## src/rtl/uart_pkg.sv

```systemverilog
// Shared UART definitions: FSM state encoding and default line-rate constants
// used by both the receive and (future) transmit controllers.
package uart_pkg;

  typedef enum logic [2:0] {
    ST_IDLE   = 3'd0,
    ST_START  = 3'd1,
    ST_DATA   = 3'd2,
    ST_PARITY = 3'd3,
    ST_STOP   = 3'd4
  } uart_state_e;

  localparam int unsigned UART_CLKS_PER_BIT = 434;
  localparam int unsigned UART_DATA_BITS    = 8;

endpackage

```

## src/rtl/rx_sync_edge.sv

```systemverilog
// Two-flop synchroniser for an asynchronous line, plus a registered falling-edge strobe.
// Flops reset to 1 so an idle-high line produces no edge on reset release.
module rx_sync_edge (
  input  logic clk_i,
  input  logic rst_n_i,
  input  logic d_i,
  output logic sync_o,
  output logic fall_o
);

  logic meta_q, sync_q, prev_q, fall_q;

  always_ff @(posedge clk_i or negedge rst_n_i) begin
    if (!rst_n_i) begin
      meta_q <= 1'b1;
      sync_q <= 1'b1;
      prev_q <= 1'b1;
      fall_q <= 1'b0;
    end else begin
      meta_q <= d_i;
      sync_q <= meta_q;
      prev_q <= sync_q;
      fall_q <= prev_q & ~sync_q;
    end
  end

  assign sync_o = sync_q;
  assign fall_o = fall_q;

endmodule

```

## src/rtl/uart_rx_ctrl.sv

```systemverilog
// UART receiver: centre-samples each frame and hands complete bytes to a one-deep
// valid/ready holding register, flagging framing, parity and overrun errors.
//   state  | meaning
//   IDLE   | waiting for a start-bit falling edge
//   START  | confirming the start bit at mid-bit
//   DATA   | shifting in data bits, LSB first
//   PARITY | capturing the parity bit
//   STOP   | sampling the stop bit, result applied on the next cycle
module uart_rx_ctrl
  import uart_pkg::*;
#(
  parameter int unsigned CLKS_PER_BIT = UART_CLKS_PER_BIT,
  parameter int unsigned DATA_BITS    = UART_DATA_BITS,
  parameter bit          PARITY_EN    = 1'b0,
  parameter bit          PARITY_ODD   = 1'b0
) (
  input  logic                 clk_i,
  input  logic                 rst_n_i,
  input  logic                 rx_i,
  output logic [DATA_BITS-1:0] rx_data_o,
  output logic                 rx_valid_o,
  input  logic                 rx_ready_i,
  output logic                 frame_err_o,
  output logic                 parity_err_o,
  output logic                 overrun_o,
  output logic                 busy_o
);

  localparam int unsigned CNT_W = $clog2(CLKS_PER_BIT);
  localparam int unsigned BIT_W = $clog2(DATA_BITS);
  localparam logic [CNT_W-1:0] CNT_LAST = CNT_W'(CLKS_PER_BIT - 1);
  localparam logic [CNT_W-1:0] CNT_HALF = CNT_W'(CLKS_PER_BIT / 2 - 1);
  localparam logic [BIT_W-1:0] BIT_LAST = BIT_W'(DATA_BITS - 1);

  uart_state_e          state_q, state_d;
  logic [CNT_W-1:0]     cnt_q, cnt_d;
  logic [BIT_W-1:0]     bit_q, bit_d;
  logic [DATA_BITS-1:0] shift_q, shift_d;
  logic                 par_bit_q, par_bit_d;
  logic [DATA_BITS-1:0] data_q, data_d;
  logic                 valid_q, valid_d;
  logic                 ferr_q, ferr_d;
  logic                 perr_q, perr_d;
  logic                 ovr_q, ovr_d;

  logic rx_sync, rx_fall;
  logic half_tick, bit_tick;
  logic data_smp, par_smp, stop_smp;
  logic par_bad, good, load;

  rx_sync_edge u_sync (
    .clk_i   (clk_i),
    .rst_n_i (rst_n_i),
    .d_i     (rx_i),
    .sync_o  (rx_sync),
    .fall_o  (rx_fall)
  );

  assign half_tick = (cnt_q == CNT_HALF);
  assign bit_tick  = (cnt_q == CNT_LAST);

  always_ff @(posedge clk_i or negedge rst_n_i) begin
    if (!rst_n_i) state_q <= ST_IDLE;
    else          state_q <= state_d;
  end

  always_comb begin
    state_d = state_q;
    unique case (state_q)
      ST_IDLE:   if (rx_fall) state_d = ST_START;
      ST_START:  if (half_tick) state_d = rx_sync ? ST_IDLE : ST_DATA;
      ST_DATA:   if (bit_tick && (bit_q == BIT_LAST)) state_d = PARITY_EN ? ST_PARITY : ST_STOP;
      ST_PARITY: if (bit_tick) state_d = ST_STOP;
      ST_STOP:   if (bit_tick) state_d = ST_IDLE;
      default:   state_d = ST_IDLE;
    endcase
  end

  always_comb begin
    busy_o   = (state_q != ST_IDLE);
    data_smp = (state_q == ST_DATA)   && bit_tick;
    par_smp  = (state_q == ST_PARITY) && bit_tick;
    stop_smp = (state_q == ST_STOP)   && bit_tick;
  end

  // Baud counter restarts on every state change so each state times from its own entry.
  always_comb begin
    if ((state_d != state_q) || (state_q == ST_IDLE) || bit_tick) cnt_d = '0;
    else                                                          cnt_d = cnt_q + CNT_W'(1);
    if (state_q != ST_DATA) bit_d = '0;
    else if (data_smp)      bit_d = bit_q + BIT_W'(1);
    else                    bit_d = bit_q;
    shift_d   = data_smp ? {rx_sync, shift_q[DATA_BITS-1:1]} : shift_q;
    par_bit_d = par_smp ? rx_sync : par_bit_q;
  end

  always_comb begin
    par_bad = PARITY_EN && (par_bit_q != ((^shift_q) ^ PARITY_ODD));
    good    = stop_smp & rx_sync & ~par_bad;
    load    = good & (~valid_q | rx_ready_i);
    ferr_d  = stop_smp & ~rx_sync;
    perr_d  = stop_smp & rx_sync & par_bad;
    ovr_d   = good & valid_q & ~rx_ready_i;
    valid_d = load | (valid_q & ~rx_ready_i);
    data_d  = load ? shift_q : data_q;
  end

  always_ff @(posedge clk_i or negedge rst_n_i) begin
    if (!rst_n_i) begin
      cnt_q     <= '0;
      bit_q     <= '0;
      shift_q   <= '0;
      par_bit_q <= 1'b0;
      data_q    <= '0;
      valid_q   <= 1'b0;
      ferr_q    <= 1'b0;
      perr_q    <= 1'b0;
      ovr_q     <= 1'b0;
    end else begin
      cnt_q     <= cnt_d;
      bit_q     <= bit_d;
      shift_q   <= shift_d;
      par_bit_q <= par_bit_d;
      data_q    <= data_d;
      valid_q   <= valid_d;
      ferr_q    <= ferr_d;
      perr_q    <= perr_d;
      ovr_q     <= ovr_d;
    end
  end

  assign rx_data_o    = data_q;
  assign rx_valid_o   = valid_q;
  assign frame_err_o  = ferr_q;
  assign parity_err_o = perr_q;
  assign overrun_o    = ovr_q;

endmodule

```

## config.mk

```make
export PLATFORM = sky130hd
export DESIGN_NAME = uart_rx_ctrl
export DESIGN_NICKNAME = d
export VERILOG_FILES = /design/src/rtl/uart_pkg.sv /design/src/rtl/rx_sync_edge.sv /design/src/rtl/uart_rx_ctrl.sv
export SDC_FILE = /design/constraint.sdc
export NUM_CORES = 1
export LEC_CHECK = 0
export CORE_MARGIN = 2
export CORE_UTILIZATION = 35
export DETAILED_ROUTE_END_ITERATION = 10
export PLACE_DENSITY_LB_ADDON = 0.15
export SYNTH_ARGS = -nofsm -noshare
export SYNTH_HDL_FRONTEND = slang
export SYNTH_SLANG_ARGS = --single-unit
```

## constraint.sdc

```tcl
create_clock -name clk_i -period 5.41 [get_ports clk_i]
set_clock_uncertainty 0.1 [all_clocks]
set_input_delay 1.3525 -clock clk_i [delete_from_list [all_inputs] [get_ports clk_i]]
set_output_delay 1.3525 -clock clk_i [all_outputs]
set_load 0.01 [all_outputs]
```

==> results summary <==
The standby leakage power is 0.0008746 µW. By startpoint and endpoint, the worst setup path is classified as flip-flop to output port. The arrival time at the worst endpoint is 1.66 ns.

The start point of the worst min-delay path is u_sync.meta_q$_DFF_PN1_. Measured in cells, the most critical reg-to-reg path has a length of 5. The worst setup path is captured at an output port. The share of Yosys cell area claimed by the top area cell type is 0.5007. The layout overhead on the synthesized area is 14.59%. The number of top-level pins is 17. The worst hold path endpoint is u_sync.sync_o$_DFF_PN1_. For this design the total switching power over the nets is 170.2 µW.

The final number of max-transition violations is 0. The flow ran to the end, and the final reports show no timing, DRC or antenna violations. The combinational family with the most area after synthesis is simple AND/OR/NAND/NOR gates. Using the TritonRoute via totals, the vias-per-cell ratio works out to 5.036.

The largest single stage delay on the critical path is 0.50 ns. The share of synthesized registers carrying an async set or reset is 1.000. The worst setup path is launched from a flip-flop. Counting every instance in the synthesized netlist gives 139. The final critical-path share of the clock period is 0.5749. The data required time at the worst endpoint came out at 3.96 ns.

The worst ir drop on vdd came out at 150.3 µV. For this run, the number of Yosys warnings is 0. The multiplexer fraction of the synthesized cell area is 0.1202. The overall fraction of global-route tracks in use came out at 0.1256.

In this run, synthesis produced a sequential element count of 38. Setup repair after global routing left no endpoint under its margin. In this run, CTS created clock tree buffers numbering 5. The total iterations of the first detailed-routing run came out at 4. The share of total power in the clock network came out at 0.291. Registers take 954.7 µm². The initial antenna violation count was 0. The wire length reported by the detailed router came out at 2.996 mm. The number of failing hold endpoints at the final stage came out at 0. The area inside the core boundary is 4786 µm². The number of enable-type register cells in the synthesized netlist is 0. The tightest min-delay check is of the flip-flop to flip-flop type. For this design, the slowest cell found on the critical path is sky130_fd_sc_hd__clkdlybuf4s50_1.

After synthesis, the most frequently instantiated cells are sky130_fd_sc_hd__dfrtp_1, sky130_fd_sc_hd__or3_1, sky130_fd_sc_hd__mux2_2, sky130_fd_sc_hd__mux2_4, sky130_fd_sc_hd__o21ai_0. The number of sinks on the clock net is 38. In this run the critical register-to-register path is captured at shift_q[6]$_DFFE_PN0P_. Synthesis produced a netlist with a net count of 148. The number of global-route vias before repair came out at 1,128.

The multi-input combinational cells in the finished layout cover a total of 737.0 µm². The count of filler cells inserted in the layout came out at 459. The placed wire-length estimate after detailed placement came out at 2.095 mm.

The compound-gate portion of the synthesized area came out at 0.07296. The number of max-cap violations is 0. In this run the tightest slew margin relative to its limit is 0.4414.

In this run the clock root is driven by a sky130_fd_sc_hd__clkbuf_8. The first global-routing pass estimated 5.319 mm of wire. The post-synthesis area per instance came out at 12.58 µm². For the pin with the worst max-slew slack, the measured transition is 0.8310 ns. The biggest area contributor in the post-synthesis netlist is sky130_fd_sc_hd__dfrtp_1. The clock-pin transition on the worst setup and hold timing paths came out at 0.07 ns. The share of cells above drive strength 1 is 0.2026. The latest clock arrival within the worst-skew pair is 0.28 ns. Timing would allow up to 0.3215 GHz.

The switching share of total power is 0.2786. The area of the mapped netlist is 1749 µm². Dividing total power by cell area gives a power density of 304.7 nW/µm². The XOR/XNOR share of the synthesized area is 0.01502. Yosys attributes the largest share of cell area to sky130_fd_sc_hd__dfrtp_1, sky130_fd_sc_hd__mux2_4, sky130_fd_sc_hd__mux2_2, sky130_fd_sc_hd__dfstp_2, sky130_fd_sc_hd__ha_1. The critical path goes through or3_1 > clkdlybuf4s50_1. The remaining global-route overflow is 0. The setup slack of the worst register-to-register path is 3.29 ns. The leading cell type by number of instances after synthesis is sky130_fd_sc_hd__dfrtp_1. The total number of placement rows came out at 25. TritonCTS built the clock tree. The routed layout has 1,108 vias. The critical-path maximum fanout is 9. The height of the chip is 74.70 µm.

The startpoint of the worst-slack reg-to-reg timing path is cnt_q[1]$_DFF_PN0_. The number of placed instances, taps included is 213. The detail route stage leaves a number of antenna-violating nets equal to 0. The share of the yosys chip area belonging to registers came out at 0.5458. The die boundary width is 74.70 µm. The count of hold-fix buffers inserted at cts is 0. The starting utilization of the core area came out at 0.3655. Internal power comes to 440.6 µW. The die footprint is 5579 µm². The number of cells on the worst hold path came out at 0. The part of the power in registers came out at 0.577. The most used flip-flop cell after synthesis is sky130_fd_sc_hd__dfrtp_1. The simple logic cell fraction of the synthesized area is 0.1753. The post-CTS setup repair buffer count is 0. The routability-driven placement congestion ratio is 0.8233. The number of H-tree branching levels came out at 2. After detailed routing, the number of remaining DRC violations is 0. The combinational group share of total power came out at 0.133. The number of port buffers came out at 15.

Leaving out filler cells and counting taps, the final layout contains 220. The summed negative setup slack over all endpoints is 0 ns. The synthesized netlist contains 37 unique library cells. Setup violations remaining at the end of the flow were counted as 0. The post-cts resize count is 0. Entering global routing, the biggest net connects 39 pins.

The maximum buffer depth of the clock tree is 2. The count of inserted antenna diode cells came out at 0. The final period demand of the worst path is 3.110 ns. The adder-cell share of the synthesized area is 0.03577.

The routed length per placed instance came out at 13.62 µm. The initial DRC count came out at 33. For this run, the post-layout net count is 162.
-- routing by layer --
layer,wire length [µm],up-vias,part of all wire,GRT usage
li1,-,532,-,-
met1,1420,554,0.47,0.1670
met2,1402,17,0.47,0.1898
met3,121,5,0.040,0.03481
met4,51,0,0.017,0.06151
met5,0,-,0,0
-- cell usage in the layout (no fill, tap or decap), types with 2 or more instances in the layout --
cell type,n
sky130_fd_sc_hd__dfrtp_1,35
sky130_fd_sc_hd__clkdlybuf4s50_1,14
sky130_fd_sc_hd__or3_1,9
sky130_fd_sc_hd__o21ai_0,8
sky130_fd_sc_hd__mux2_2,8
sky130_fd_sc_hd__mux2_4,8
sky130_fd_sc_hd__nand3_1,7
sky130_fd_sc_hd__nor3_1,5
sky130_fd_sc_hd__ha_1,5
sky130_fd_sc_hd__clkbuf_8,5
sky130_fd_sc_hd__nand2_1,4
sky130_fd_sc_hd__a211oi_1,4
sky130_fd_sc_hd__nor3b_1,3
sky130_fd_sc_hd__a21oi_1,3
sky130_fd_sc_hd__dfstp_2,3
sky130_fd_sc_hd__inv_1,2
sky130_fd_sc_hd__and4bb_2,2
sky130_fd_sc_hd__o211ai_1,2
sky130_fd_sc_hd__o2bb2ai_1,2
sky130_fd_sc_hd__nor2b_1,2
sky130_fd_sc_hd__nand4b_1,2
sky130_fd_sc_hd__nor2_1,2
sky130_fd_sc_hd__nand4_1,2
sky130_fd_sc_hd__xor2_1,2
sky130_fd_sc_hd__clkbuf_1,2
-- final cells by class --
type | instances | share of cell area
clock buffer | 7 | 0.03808
timing repair buffer | 15 | 0.07241
tap | 67 | 0.04182
inverter | 2 | 0.003745
sequential | 38 | 0.4763
multi-input combinational | 91 | 0.3677
-- kinds of logic after synthesis --
kind of cell	after synthesis
mux	16
buf+inv	10
simple gates	46
other cells	1
xor+xnor	3
flops	38
fa+ha+maj	5
compound gates	20
-- registers in the layout (all words and copies together), names as in the netlist, 3 cells and up --
name	flops
shift_q	8
bit_q	3
cnt_q	9
rx_data_o	8
state_q	3
-- per-stage QoR --
stage / instance area, µm² / setup WS [ns] / hold slack, ns / utilization / total power, µW
after floorplan: 1749 / 3.083 / 0.2452 / - / 415.1
after global placement: 1928 / 2.604 / 0.2456 / 0.4029 / 434.0
after detailed placement: 1928 / 2.594 / 0.2473 / 0.4029 / 439.7
after CTS: 2004 / 2.285 / 0.2579 / 0.4188 / 622.6
after global routing: 2004 / 2.204 / 0.2611 / 0.4188 / 649.0
final: 2004 / 2.300 / 0.2555 / 0.4188 / 610.8
-- worst max path at each step --
stage                    startpoint                        to  slack (ns)  depth (start not counted)
3_3_place_gp   state_q[1]$_DFF_PN0_                    busy_o        2.60                          2
6_report       state_q[2]$_DFF_PN0_                    busy_o        2.30                          2
4_1_cts        state_q[2]$_DFF_PN0_                    busy_o        2.28                          2
2_1_floorplan  state_q[1]$_DFF_PN0_                    busy_o        3.08                          2
3_5_place_dp             rx_ready_i  rx_data_o[0]$_DFFE_PN0P_        2.59                          4
5_1_grt        state_q[2]$_DFF_PN0_                    busy_o        2.20                          2
-- critical path: cells and delay by family (launching register included) --
kind | cells | cell delay [ns]
AND/OR/NAND/NOR | 1 | 0.42
flip-flops | 1 | 0.45
buffers and inverters | 1 | 0.50
-- power groups by stage --
| stage | clock network (µW) | logic (µW) | registers (µW) |
|---|---|---|---|
| after floorplan | 0 | 85.0 | 330 |
| after global placement | 0 | 77.7 | 356 |
| after detailed placement | 0 | 82.8 | 357 |
| after CTS | 189 | 82.5 | 351 |
| after global routing | 197 | 94.3 | 358 |
| final | 178 | 81.0 | 352 |
(Power assumes the default switching activity.)
